**config.mk**
```make
export PLATFORM = sky130hd
export DESIGN_NAME = pwm_multi
export DESIGN_NICKNAME = d
export VERILOG_FILES = /design/src/rtl/pwm_multi.sv
export SDC_FILE = /design/constraint.sdc
export NUM_CORES = 2
export LEC_CHECK = 0
export BUFFER_PORTS_ARGS = -buffer_cell sky130_fd_sc_hd__buf_2
export CORE_ASPECT_RATIO = 1.1
export CORE_MARGIN = 5
export CORE_UTILIZATION = 33
export DETAILED_ROUTE_END_ITERATION = 16
export PLACE_DENSITY_LB_ADDON = 0.08
export SLEW_MARGIN = 20
export SYNTH_ARGS = -nofsm -noshare
export SYNTH_HDL_FRONTEND = slang
export SYNTH_SLANG_ARGS = --single-unit
```
**constraint.sdc**
```tcl
create_clock -name clock -period 9.5 [get_ports clock]
set_input_delay 0.475 -clock clock [delete_from_list [all_inputs] [get_ports clock]]
set_output_delay 0.475 -clock clock [all_outputs]
set_load 0.01 [all_outputs]
```
**src/rtl/pwm_multi.sv**
```systemverilog
`default_nettype none
// ============================================================================
// Module   : pwm_multi
// Brief    : Multi-channel PWM generator with prescaler, edge/center modes and
//            double-buffered configuration adopted at each period boundary.
// Revision : 1.0
// ============================================================================
module pwm_multi #(
    parameter int CHANNELS = 4,
    parameter int CNT_W    = 16,
    parameter int DIV_W    = 8
) (
    input  logic                      clock,
    input  logic                      reset,
    input  logic [CHANNELS*CNT_W-1:0] cfg_high,
    input  logic [CHANNELS*CNT_W-1:0] cfg_period,
    input  logic [CHANNELS*DIV_W-1:0] cfg_div,
    input  logic [CHANNELS-1:0]       cfg_center,
    input  logic [CHANNELS-1:0]       cfg_invert,
    input  logic                      cfg_commit,
    output logic [CHANNELS-1:0]       pwm_out,
    output logic [CHANNELS-1:0]       period_start,
    output logic [CHANNELS-1:0]       pending
);

    typedef struct packed {
        logic [CNT_W-1:0] high;
        logic [CNT_W-1:0] period;
        logic [DIV_W-1:0] div;
        logic             center;
        logic             invert;
    } cfg_t;

    localparam logic [CNT_W:0] ONE_X = (CNT_W+1)'(1);

    for (genvar i = 0; i < CHANNELS; i++) begin : g_ch
        cfg_t             cfg_in;
        cfg_t             act_q, act_d, pend_q, pend_d, eff;
        logic             flag_q, flag_d;
        logic [DIV_W-1:0] pre_q, pre_d;
        logic [CNT_W-1:0] cnt_q, cnt_d;
        logic             dir_q, dir_d;       // 0 = counting up
        logic             out_q, out_d;
        logic             ps_q, ps_d;
        logic             idle_apply, tick, boundary, active;
        logic [CNT_W-1:0] per_eff;
        logic [CNT_W:0]   per_x, pm1_x, thr_x, cnt_x, high_x;

        assign cfg_in = {cfg_high[CNT_W*i +: CNT_W], cfg_period[CNT_W*i +: CNT_W],
                         cfg_div[DIV_W*i +: DIV_W], cfg_center[i], cfg_invert[i]};

        always_comb begin
            // An idle channel adopts its pending config immediately, so this
            // cycle is already evaluated under the new settings.
            idle_apply = (act_q.div == '0) && flag_q;
            eff        = idle_apply ? pend_q : act_q;
            per_eff    = (eff.period == '0) ? CNT_W'(1) : eff.period;
            per_x      = {1'b0, per_eff};
            high_x     = {1'b0, eff.high};
            pm1_x      = per_x - ONE_X;
            thr_x      = per_x - high_x;
            cnt_x      = {1'b0, cnt_q};
            tick       = (pre_q == eff.div - DIV_W'(1));
            if (eff.center)
                active = (high_x >= per_x) || (cnt_x >= thr_x);
            else
                active = (cnt_x < high_x);

            pre_d    = pre_q;
            cnt_d    = cnt_q;
            dir_d    = dir_q;
            boundary = 1'b0;
            act_d    = act_q;
            pend_d   = pend_q;
            flag_d   = flag_q;
            out_d    = eff.invert;
            ps_d     = 1'b0;

            if (eff.div == '0) begin
                pre_d = '0;
                cnt_d = '0;
                dir_d = 1'b0;
            end else begin
                out_d = active ^ eff.invert;
                ps_d  = (pre_q == '0) && (cnt_q == '0) && !dir_q;
                if (tick) begin
                    pre_d = '0;
                    if (!eff.center) begin
                        if (cnt_x == pm1_x) begin
                            cnt_d    = '0;
                            boundary = 1'b1;
                        end else begin
                            cnt_d = cnt_q + CNT_W'(1);
                        end
                    end else if (!dir_q) begin
                        if (cnt_x == pm1_x)
                            dir_d = 1'b1;
                        else
                            cnt_d = cnt_q + CNT_W'(1);
                    end else begin
                        if (cnt_q == '0) begin
                            dir_d    = 1'b0;
                            boundary = 1'b1;
                        end else begin
                            cnt_d = cnt_q - CNT_W'(1);
                        end
                    end
                end else begin
                    pre_d = pre_q + DIV_W'(1);
                end
            end

            if (idle_apply || (flag_q && boundary)) begin
                act_d  = pend_q;
                flag_d = 1'b0;
            end
            // A commit coinciding with an application re-arms the shadow.
            if (cfg_commit) begin
                pend_d = cfg_in;
                flag_d = 1'b1;
            end
        end

        always_ff @(posedge clock) begin
            if (reset) begin
                act_q  <= '0;
                pend_q <= '0;
                flag_q <= 1'b0;
                pre_q  <= '0;
                cnt_q  <= '0;
                dir_q  <= 1'b0;
                out_q  <= 1'b0;
                ps_q   <= 1'b0;
            end else begin
                act_q  <= act_d;
                pend_q <= pend_d;
                flag_q <= flag_d;
                pre_q  <= pre_d;
                cnt_q  <= cnt_d;
                dir_q  <= dir_d;
                out_q  <= out_d;
                ps_q   <= ps_d;
            end
        end

        assign pwm_out[i]      = out_q;
        assign period_start[i] = ps_q;
        assign pending[i]      = flag_q;
    end

endmodule
`default_nettype wire

```
==> flow_summary.yaml <==
synthesis:
  synth_cell_types: 114
  postSynthCellCount: 4152
  synth_top_flop_cell: "dfxtp_1"
  netlist_area_um2: 33700
  synth_fp_nets: 4535
  synth_top_family_by_area: "simple AND/OR/NAND/NOR gates"
  yosys-mux-area-fraction: 0.147
  synth.yosys.seq_area_share: 0.266
  postSynth.asyncResetShare: 0
  synth_warnings: 0
  ys_ff_latch: 448
  synthXorXnorAreaFrac: 0.0610
  synth_area_leaders: "dfxtp_1 (27%), mux2i_1 (13%), ha_1 (7.7%)"
  synth_compound_area_frac: 0.160
  synthAdderAreaFrac: 0.0811
  syn_area_per_cell_um2: 8.12
  synth_top_area_share: 0.266
  synth_edf_count: 0
  synth-simple-area-share: 0.236
  synth.largest_area_cell: "dfxtp_1"
route:
  initialDrtViolationCount: 1817
  postRouteAntennaNets: 0
  viasPerCell: 5.41
  num_vias: 30400
  wirelength_mm: 115
  first_pass_iters: 8
  drc_errors: 0
  wire_per_inst_um: 20.5
critical_path:
  crit_slowest_cell: "mux2_2"
  critical_path.max_stage_delay_ns: 0.57
  crit_start: "g_ch[2].act_q[2]"
  path_max_fanout: 22
  critPathArrivalTime_ns: 7.17
  cp-end-kind: "flop"
  startpoint_type: "flop"
  cpMostUsedCell: "a31oi_1"
  crit_required_ns: 10.01
  crit_type: "flop to flop"
  reg2reg_from: "g_ch[2].act_q[2]"
power_and_ir_drop:
  power.leakage_nw: 16.5
  power_density_nw_per_um2: 167
  ir_worst_vdd_mv: 0.124
  finalPower_w: 0.00631
final_layout:
  utilization: 0.370
  fin_nets: 4586
  drive_above_1_share: 0.105
  final_common_cell: "nand2_1"
  fillers: 10700
  areaGrowthSynthToFinish_pct: 11.8
  final_area_um2: 37700
  final_cell_mix: "nand2_1 (507), mux2i_1 (452), dfxtp_1 (448), nor2_1 (442), ha_1 (208)"
grt:
  grt_pass1_vias: 29200
  grt_max_degree: 91
  grt_pass1_wl_mm: 177
  antenna_found_initial: 1
  grt_use_total: 0.203
  overflow: 0
clock_tree:
  cts_root_buf: "clkbuf_16"
  post_cts_buffers: 0
  cts.clk_slew.worst_paths_ns: 0.06
  cts_sinks: 448
  cts_buffer_depth: 3
  clk-insertion-delay-late_ns: 0.66
  h-tree-depth: 2
  cts_tree: "done"
  numCtsBuffers: 56
placement:
  port_buffers: 182
  place_area_um2: 35600
  dpl.hpwl_mm: 85.8
  gp_congestion: 0.842
sta:
  fin_crit_sh: 0.701
  drv_slew: 0
  clock_skew_ns: 0.0375
  fin_crit_ns: 6.66
  worst_pin_slew_ns: 1.08
  setup_viol: 0
  relSlewSlack: 0.280
  hold_violations: 0
  rsz0062_at_grt: "false"
  clock.fmax_mhz: 150
  tns_ns: 0
job:
  cap_violations: 0
hold_path:
  worstHoldStart: "cfg_period[21]"
  hp-class: "primary input to flop"
floorplanning:
  initial_core_util: 0.331
  coreArea_um2: 102000
  die_area_um2: 109000
  die_w_um: 315
  rows: 123
  ios: 183
  die_h_um: 345
run_status:
  outcome: "completed"
## cells in the mapped netlist, types with 19 or more instances
library cell / n
inv_1: 103
o21a_1: 19
mux2i_1: 452
or4_1: 19
o31ai_1: 34
a21oi_1: 169
a31oi_1: 42
a21o_1: 72
and3_1: 34
nand4_1: 70
nor2_1: 443
nand2b_1: 40
xnor2_1: 120
nor3_1: 110
a21boi_0: 21
o22ai_1: 23
nor2b_1: 56
nor3b_1: 23
nand3_1: 111
or2_2: 20
a41oi_1: 29
o21ai_0: 95
nor4_1: 61
a211oi_1: 28
nand2_1: 507
o2111ai_1: 20
o211ai_1: 24
buf_2: 29
ha_1: 208
or3_1: 37
clkbuf_1: 168
o32ai_1: 19
mux2_2: 33
buf_1: 32
xor2_1: 94
dfxtp_1: 448
## path summary, 6_finish.rpt
kind	end	slack, ns	cells after the start
setup / recovery	g_ch[2].out_q	2.84	26
hold / removal	g_ch[1].pend_q[15]	0.06	3
setup reg to reg	g_ch[2].out_q	2.84	26
hold reg to reg	g_ch[3].act_q[29]	0.45	2
## kinds of logic (layout without fill, tap and decap cells)
kind of cell	Yosys count	after routing
AO/OA/AOI/OAI	769	769
multiplexers	489	489
XOR/XNOR	222	222
AND/OR/NAND/NOR	1637	1637
flip-flops	448	448
other	0	1
adder cells (fa/ha/maj)	217	217
buffers and inverters	370	464
## through the flow
| step | cells | setup slack [ns] | hold WS [ns] |
|---|---|---|---|
| 2_1_floorplan | 4152 | 3.49 | 0.435 |
| 3_3_place_gp | 5499 | 3.07 | 0.442 |
| 3_5_place_dp | 5499 | 2.86 | 0.449 |
| 4_1_cts | 5621 | 2.85 | 0.00000377 |
| 5_1_grt | 5621 | 2.24 | 0.0332 |
| 6_report | 5622 | 2.84 | 0.0563 |
## flip-flops by register name (all words and copies together), names as in the netlist
name	count
g_ch.act_q	168
g_ch.pend_q	168
g_ch.cnt_q	64
g_ch.pre_q	32
g_ch.dir_q	4
g_ch.flag_q	4
g_ch.out_q	4
g_ch.ps_q	4
## timing repair
item                                    CTS  global route
hold buffers                             21             0
endpoints found under the setup margin    0             0
resized for setup                         0             0
endpoints found under the hold margin    21             0
## where the power goes
part           internal [W]  total (W)  leakage [nW]  switching, W
Sequential          0.00196    0.00209          3.65      0.000125
Clock               0.00126    0.00218         0.910      0.000913
Combinational      0.000863    0.00204          11.9       0.00118
## critical path, delay by kind of cell (launching register included)
| family | cells | cell delay, ns |
|---|---|---|
| XOR/XNOR | 1 | 0.18 |
| buffers and inverters | 2 | 0.35 |
| multiplexers | 1 | 0.57 |
| flip-flops | 1 | 0.36 |
| AND/OR/NAND/NOR | 7 | 1.45 |
| AO/OA/AOI/OAI | 11 | 2.33 |
| adder cells (fa/ha/maj) | 4 | 1.28 |
## per-layer routing
| layer | global-route usage | routed length [µm] | up-vias | share of wire |
|---|---|---|---|---|
| met2 | 0.328 | 51800 | 652 | 0.45 |
| met4 | 0.0539 | 2860 | 0 | 0.025 |
| met3 | 0.0318 | 5880 | 130 | 0.051 |
| li1 | - | - | 15200 | - |
| met5 | 0 | 0 | - | 0 |
| met1 | 0.283 | 54600 | 14500 | 0.47 |
## final cells by class
type / count / area [µm²] / share of cell area
Multi-Input combinational cell: 3334 / 23200 / 0.615
Sequential cell: 448 / 8970 / 0.238
Tap cell: 1375 / 1720 / 0.0457
Timing Repair Buffer: 258 / 1570 / 0.0416
Clock buffer: 73 / 1560 / 0.0413
Inverter: 105 / 402 / 0.0107
Clock inverter: 28 / 298 / 0.00791
Antenna cell: 1 / 2.50 / 0.0000664
No activity file was read; power rests on OpenSTA's default activity.
